--- src/rtl/mult_seq_ctrl.sv ---
// Sequencing FSM for an N-bit shift-and-add multiplier datapath (controller only, no datapath registers).
// Optional MULT_EARLY_TERM_EN: leave the ADD/SHIFT loop as soon as the multiplier register is empty.

module incBy1 #(
  parameter int W = 4
) (
  input  logic [W-1:0] a,
  output logic [W-1:0] y,
  output logic         co
);
  assign {co, y} = {1'b0, a} + {{W{1'b0}}, 1'b1};
endmodule

// state | meaning
// ------+-------------------------------------------------------------
// IDLE  | waiting for start; count holds the last result
// LOAD  | load operands, clear product; count cleared at end of cycle
// ADD   | add multiplicand to product when the multiplier LSB is set
// SHIFT | shift both operand registers; count advances
// DONE  | one-cycle completion pulse; count holds iterations completed
module mult_seq_ctrl #(
  parameter int N  = 4,
  parameter int CW = $clog2(N) + 1
) (
  input  logic          clk,
  input  logic          rst_n,
  input  logic          start,
  input  logic          mplrLsb,
  input  logic          mplrZero,
  output logic          load,
  output logic          addEn,
  output logic          shiftEn,
  output logic          busy,
  output logic          done,
  output logic [CW-1:0] count
);

  typedef enum logic [2:0] {
    S_IDLE  = 3'd0,
    S_LOAD  = 3'd1,
    S_ADD   = 3'd2,
    S_SHIFT = 3'd3,
    S_DONE  = 3'd4
  } state_t;

  localparam logic [CW-1:0] LAST = CW'(N - 1);

  state_t        state;
  logic [CW-1:0] count_inc;
  logic          inc_co;
  logic          early_term;

  incBy1 #(.W(CW)) u_inc (
    .a  (count),
    .y  (count_inc),
    .co (inc_co)
  );

`ifdef MULT_EARLY_TERM_EN
  assign early_term = mplrZero;
  logic unused_sigs;
  assign unused_sigs = inc_co;
`else
  // mplrZero stays on the port list so both builds share one interface.
  assign early_term = 1'b0;
  logic unused_sigs;
  assign unused_sigs = ^{inc_co, mplrZero};
`endif

  always_ff @(posedge clk or negedge rst_n) begin
    if (!rst_n) begin
      state <= S_IDLE;
      count <= '0;
    end else begin
      case (state)
        S_IDLE: if (start) state <= S_LOAD;
        S_LOAD: begin
          state <= S_ADD;
          count <= '0;
        end
        S_ADD: state <= early_term ? S_DONE : S_SHIFT;
        S_SHIFT: begin
          count <= count_inc;
          state <= (count == LAST) ? S_DONE : S_ADD;
        end
        S_DONE:  state <= S_IDLE;
        default: state <= S_IDLE;
      endcase
    end
  end

  // addEn is the only output that is not a pure state decode: it follows mplrLsb.
  assign load    = (state == S_LOAD);
  assign addEn   = (state == S_ADD) & mplrLsb & ~early_term;
  assign shiftEn = (state == S_SHIFT);
  assign done    = (state == S_DONE);
  assign busy    = (state != S_IDLE);

endmodule

--- config.mk ---
export PLATFORM = sky130hd
export DESIGN_NAME = mult_seq_ctrl
export DESIGN_NICKNAME = d
export VERILOG_FILES = /design/src/rtl/mult_seq_ctrl.sv
export SDC_FILE = /design/constraint.sdc
export NUM_CORES = 1
export LEC_CHECK = 0
export ABC_CLOCK_PERIOD_IN_PS = 1100
export CORE_AREA = 2 2 39 41
export CTS_CLUSTER_DIAMETER = 40
export CTS_CLUSTER_SIZE = 30
export DETAILED_ROUTE_END_ITERATION = 12
export DIE_AREA = 0 0 41 43
export GPL_TIMING_DRIVEN = 0
export HOLD_SLACK_MARGIN = 0.12
export PLACE_DENSITY = 0.57
export SLEW_MARGIN = 10
export SYNTH_ARGS = -nofsm -noshare
export SYNTH_HDL_FRONTEND = slang
export SYNTH_SLANG_ARGS = --single-unit
--- constraint.sdc ---
create_clock -name clk -period 1.1 [get_ports clk]
set_input_delay 0.11 -clock clk [delete_from_list [all_inputs] [get_ports clk]]
set_output_delay 0.11 -clock clk [all_outputs]
set_load 0.02 [all_outputs]
==> impl_metrics.py, run 1 <==
metrics = {
    "worst_setup_path": {
        "critPathArrivalTime_ns": 1.23,
        "start_kind": "register",
        "cpMostUsedCell": "buf_6",
        "critical_path.slowest_cell": "dfrtp_1",
        "worstPathRequired_ns": 0.99,
        "endpoint_kind": "output pin",
        "path_max_fanout": 5,
        "critical_path_class": "register to output pin",
        "path_cells": "buf_6, or3_4, buf_6",
        "cp_slowest_stage_delay_ns": 0.40,
    },
    "clocking": {
        "clkTransAtPathRegs_ns": 0.04,
        "clkLatencyLatePin_ns": 0.24,
        "cts_made_buffers": 3,
        "clockBufferDepth": 2,
        "cts_hold_buf": 0,
        "cts_tree": "yes",
        "htreeDepth": 1,
        "root_buffer": "clkbuf_4",
        "cts.sinks": 6,
    },
    "synth": {
        "syn_nets": 35,
        "avgSynthCellArea_um2": 11.4,
        "syn_area_um2": 319,
        "synth_top_area_cell": "dfrtp_1",
        "seq_area_frac_synth_pct": 47.1,
        "synthTopCellsByArea": "dfrtp_1, ha_1, nor2b_4, and4bb_2, nor2b_1",
        "synth_top_area_share_pct": 47.1,
        "ys_types": 20,
        "netlist_instances": 28,
        "yosysWarnings": 0,
        "synth-seq-cells": 6,
    },
    "detailed_routing": {
        "vias_per_cell": 4.36,
        "vias": 288,
        "drtIter0Drc": 2,
        "routedWlPerCell_um": 12.3,
        "drt_pass1_iterations": 4,
        "wirelength_um": 809,
        "route.detailed.drc": 0,
        "final_antenna_net_count": 0,
    },
    "place": {
        "gp_congestion": 0.670,
        "io_buffer_count": 11,
        "preCtsSetupSlack_ns": -0.451,
        "dp.cells": 55,
        "dp_hpwl_um": 463,
    },
    "layout": {
        "utilization_pct": 43.1,
        "nets": 59,
        "multi_input_area_um2": 203,
        "fin_cells": 66,
        "fillCellCount": 141,
        "area_growth_pct": 87.1,
        "antenna_cells": 0,
        "regArea_um2": 155,
        "drive_gt1_share_pct": 60.0,
    },
    "grt": {
        "grt_use_total_pct": 10.5,
        "grt_pass1_vias": 273,
        "grt_pass1_wl_mm": 1.18,
        "antenna_found_initial": 0,
        "gr-total-overflow": 0,
        "grt_max_degree": 10,
    },
    "timing": {
        "hold_viol_final": 0,
        "fin_crit_ns": 1.34,
        "max_freq_mhz": 745,
        "fin_skew_ns": 0.0000841,
        "finalSetupViolations": 9,
        "relSlewSlack_pct": 80.0,
        "min_period_over_period_pct": 122,
        "setup_tns_ns": -1.03,
        "tightestPinTransition_ns": 0.299,
        "layout_setup_ws_ns": -0.242,
        "rsz0062_at_grt": "yes",
        "report.final.slew_viol_count": 0,
    },
    "power": {
        "power.density_cell_area_mw_per_mm2": 2970,
        "total_power_mw": 1.77,
        "power_leakage_nw": 0.272,
        "irDropWorstVdd_v": 0.000979,
    },
    "floorplanning": {
        "fp.dieW_um": 41,
        "boundaryPins": 13,
        "coreArea_mm2": 0.00138,
        "die_area_mm2": 0.00176,
        "start_util_pct": 23.1,
        "placementRows": 14,
        "die_h_um": 43,
    },
    "hold_path": {
        "hold_path.class": "primary input to async pin",
    },
    "job": {
        "drv_cap": 0,
    },
    "status": {
        "status": "complete, but fails checks",
        "violations": "negative setup slack",
    },
}
[timing repair]
action                                 CTS  global route
setup endpoints to repair               10            11
gates cloned                             1             0
buffers inserted                         4             4
endpoints found under the hold margin    0             0
gates resized for setup                 45             7
pin swaps                                2             5
[layout by cell type, fill, tap and decap left out, drive strengths merged]
master	n
and3b	1
and2	1
mux2i	1
nor3	1
dlygate4sd2	1
clkdlybuf4s50	3
nor2b	3
nor3b	1
nor2	1
inv	2
mux2	1
a31oi	1
clkbuf	4
o21bai	1
nand4bb	1
buf	14
o21ai	1
nand2	1
dfrtp	6
and4bb	1
or3	1
ha	2
clkdlybuf4s15	1
[where the power goes]
group | switching, mW | total (mW) | internal (mW)
Clock | 0.0746 | 0.198 | 0.123
Combinational | 0.458 | 1.11 | 0.655
Sequential | 0.130 | 0.459 | 0.330
Total | 0.662 | 1.77 | 1.11
[cell usage after synthesis]
master / count
nor3b_1: 1
dfrtp_1: 6
nor2b_4: 1
buf_2: 1
o21bai_1: 1
nor3_1: 1
inv_1: 2
and3b_1: 1
a31oi_1: 1
ha_1: 2
nand4bb_1: 1
and4bb_2: 1
mux2_1: 1
or3_1: 1
o21ai_0: 1
nor2_1: 1
and2_1: 1
nand2_1: 1
nor2b_1: 2
mux2i_1: 1
[through the flow]
| step | hold slack [ns] | instance area [µm²] |
|---|---|---|
| 4_1_cts | 0.125 | 544 |
| 2_1_floorplan | -0.186 | 324 |
| 6_report | 0.125 | 597 |
| 3_5_place_dp | 0.376 | 454 |
| 3_3_place_gp | 0.378 | 454 |
| 5_1_grt | 0.133 | 597 |
[state kept, by name, indices dropped and copies added (netlist names)]
| register | flops |
|---|---|
| state | 3 |
| count | 3 |
[critical path: cells and delay by family, from the launching register on]
| kind | cells | cell delay (ns) |
|---|---|---|
| buffers and inverters | 2 | 0.28 |
| DFF | 1 | 0.40 |
| and+or+nand+nor | 1 | 0.32 |
[logic make-up (layout without fill, tap and decap cells)]
group | after synthesis | after routing | share of synthesized area, %
flops | 6 | 6 | 47.1
compound gates | 3 | 3 | 5.88
fa+ha+maj | 2 | 2 | 7.84
simple gates | 12 | 12 | 28.6
buf+inv | 3 | 25 | 3.92
mux | 2 | 2 | 6.67
[metal layers]
| metal | wire, µm | vias to the layer above | GRT usage (%) |
|---|---|---|---|
| li1 | - | 142 | - |
| met1 | 350 | 133 | 14.4 |
| met2 | 408 | 11 | 13.1 |
| met3 | 35 | 2 | 4.71 |
| met4 | 14 | 0 | 6.00 |
| met5 | 0 | - | 0 |
[path summary, 6_finish.rpt]
path	end	cells after the start	from	slack, ns
worst min-delay path	state[2]	1	rst_n	0.13
worst max-delay path	busy	3	state[1]	-0.24
worst min register to register	state[0]	1	state[2]	0.55
worst max register to register	count[0]	5	state[1]	-0.14
max in group asynchronous	count[0]	1	rst_n	0.73
min in group clk	state[0]	3	start	0.45
[final cells by class]
type,count,area share [%]
well taps,16,3.35
clock buffers,3,3.77
plain buffers,1,1.89
repair buffers,19,29.8
flip-flops and latches,6,26.0
multi-input cells,19,34.0
inverters,2,1.26
No activity file was read; power rests on OpenSTA's default activity.
==> run 2, diff against run 1 <==
--- a/config.mk
+++ b/config.mk
@@ -14,5 +14,4 @@
 export GPL_TIMING_DRIVEN = 0
 export HOLD_SLACK_MARGIN = 0.12
-export PLACE_DENSITY = 0.57
 export SLEW_MARGIN = 10
 export SYNTH_ARGS = -nofsm -noshare
==> constraint.sdc (replaced) <==
create_clock -name clk -period 1.1 [get_ports clk]
set_input_delay 0.11 -clock clk [delete_from_list [all_inputs] [get_ports clk]]
set_output_delay 0.11 -clock clk [all_outputs]
set_load 0.05 [all_outputs]
==> run 2 against run 1 <==
- the flow still finishes with violations (negative setup slack)
- largest power group unchanged
- setup slack worse by 0.024 ns
- cell area grew 6.7%
- die area unchanged
==> impl_metrics.py, run 2 (synthesis results as in run 1) <==
metrics = {
    "status": {
        "status": "complete, but fails checks",
        "violations": "negative setup slack",
    },
    "timing": {
        "tightestPinTransition_ns": 0.319,
        "min_period_over_period_pct": 124,
        "finalSetupViolations": 7,
        "report.final.slew_viol_count": 0,
        "fin_crit_ns": 1.37,
        "rsz0062_at_grt": "yes",
        "relSlewSlack_pct": 78.7,
        "max_freq_mhz": 732,
        "setup_tns_ns": -0.967,
        "whs_ns": 0.428,
        "layout_setup_ws_ns": -0.266,
        "hold_viol_final": 0,
        "fin_skew_ns": 0.00588,
    },
    "layout": {
        "antenna_cells": 0,
        "area_growth_pct": 99.6,
        "multi_input_area_um2": 210,
        "fin_cells": 70,
        "drive_gt1_share_pct": 68.5,
        "layout_commonest_cell": "buf_4",
        "top_regs": "count: 3 flops, state: 3 flops",
        "regArea_um2": 156,
        "stdcell_area_um2": 637,
        "utilization_pct": 46.0,
        "fillCellCount": 144,
        "final_cell_mix": "buf_4, buf_6, dfrtp_2",
        "nets": 63,
    },
    "clocking": {
        "clkTransAtPathRegs_ns": 0.05,
        "clockBufferDepth": 2,
        "cts_tree": "yes",
        "clkLatencyLatePin_ns": 0.24,
        "cts.sinks": 6,
        "cts_made_buffers": 3,
        "root_buffer": "clkbuf_4",
        "htreeDepth": 1,
    },
    "power": {
        "switching_share_pct": 44.0,
        "power_leakage_nw": 0.292,
        "power.density_cell_area_mw_per_mm2": 3290,
        "combPwrFrac_pct": 69.2,
        "seq_power_share_pct": 21.2,
        "total_power_mw": 2.10,
        "p_int_mw": 1.17,
        "clkPwrFrac_pct": 9.6,
        "irDropWorstVdd_v": 0.00121,
        "switchingPower_mw": 0.922,
    },
    "worst_setup_path": {
        "start_kind": "register",
        "path_max_fanout": 7,
        "r2r-start": "count[0]",
        "path_cells": "or3_4, buf_8",
        "r2r_end": "count[2]",
        "path_delay_family": "flip-flops",
        "crit_end": "busy",
        "path_buf_inv": 1,
        "critical_path.slowest_cell": "dfrtp_2",
        "worstPathRequired_ns": 0.99,
        "rrSetupSlack_ns": -0.04,
        "cp_slowest_stage_delay_ns": 0.46,
        "crit_cells": 2,
        "rr_worst_depth": 4,
        "critical_path_class": "register to output pin",
        "cp-startpoint": "state[2]",
        "critPathArrivalTime_ns": 1.26,
        "endpoint_kind": "output pin",
    },
    "detailed_routing": {
        "final_antenna_net_count": 0,
        "drt_pass1_iterations": 2,
        "wirelength_um": 841,
        "routedWlPerCell_um": 12.0,
        "route.detailed.drc": 0,
        "vias": 314,
        "drtIter0Drc": 2,
        "vias_per_cell": 4.49,
    },
    "place": {
        "preCtsSetupSlack_ns": -0.622,
        "gp_congestion": 0.694,
        "dp_hpwl_um": 485,
        "placed_area_um2": 510,
        "dp.cells": 55,
        "io_buffer_count": 11,
    },
    "floorplanning": {
        "fp.dieW_um": 41,
        "boundaryPins": 13,
        "coreArea_mm2": 0.00138,
        "die_h_um": 43,
        "die_area_mm2": 0.00176,
        "placementRows": 14,
        "start_util_pct": 23.1,
    },
    "grt": {
        "grt_max_degree": 8,
        "gr-total-overflow": 0,
        "grt_pass1_vias": 295,
        "grt_pass1_wl_mm": 1.30,
        "antenna_found_initial": 0,
        "grt_use_total_pct": 11.2,
    },
    "hold_path": {
        "hold_path.class": "primary input to register",
    },
    "job": {
        "drv_cap": 0,
    },
}
run 2: power groups by stage:
stage / Sequential [mW] / Combinational [mW] / Clock [mW]
after floorplan: 0.623 / 0.646 / 0
after global placement: 0.463 / 1.09 / 0
after detailed placement: 0.472 / 1.10 / 0
after CTS: 0.460 / 1.27 / 0.212
after global routing: 0.460 / 1.55 / 0.231
final: 0.444 / 1.45 / 0.202
run 2: what timing repair did:
| item | in CTS | in global routing |
|---|---|---|
| buffers inserted | 6 | 5 |
| endpoints found under the hold margin | 3 | 0 |
| resized for setup | 52 | 4 |
| pin swaps | 4 | 3 |
| cloned | 0 | 0 |
| setup endpoints to repair | 10 | 9 |
| hold buffers | 1 | 0 |
run 2: worst min path at each step:
stage / cells after the start / start / endpoint
2_1_floorplan: 0 / rst_n / count[0]
3_3_place_gp: 1 / rst_n / state[2]
3_5_place_dp: 1 / rst_n / state[2]
4_1_cts: 3 / start / state[0]
5_1_grt: 3 / start / state[0]
6_report: 3 / start / state[0]
run 2: cell type report:
cell class,instances,share of cell area [%]
Multi-Input combinational cell,19,33.0
Timing Repair Buffer,23,32.8
Sequential cell,6,24.6
Clock buffer,3,3.54
Tap cell,16,3.14
Buffer,1,1.77
Inverter,2,1.18
run 2: worst reg2reg max path: cells and delay by family, from the launching register on:
kind | cells | cell delay, ns
AO/OA/AOI/OAI | 1 | 0.07
adder cells (fa/ha/maj) | 2 | 0.42
AND/OR/NAND/NOR | 1 | 0.10
flip-flops | 1 | 0.43
run 2: metal layers:
metal	GRT usage (%)	wire, µm	part of all wire [%]
met1	14.2	345	41
met2	16.6	462	55
met3	1.57	27	3.2
met4	8.00	4	0.48
met5	0	0	0
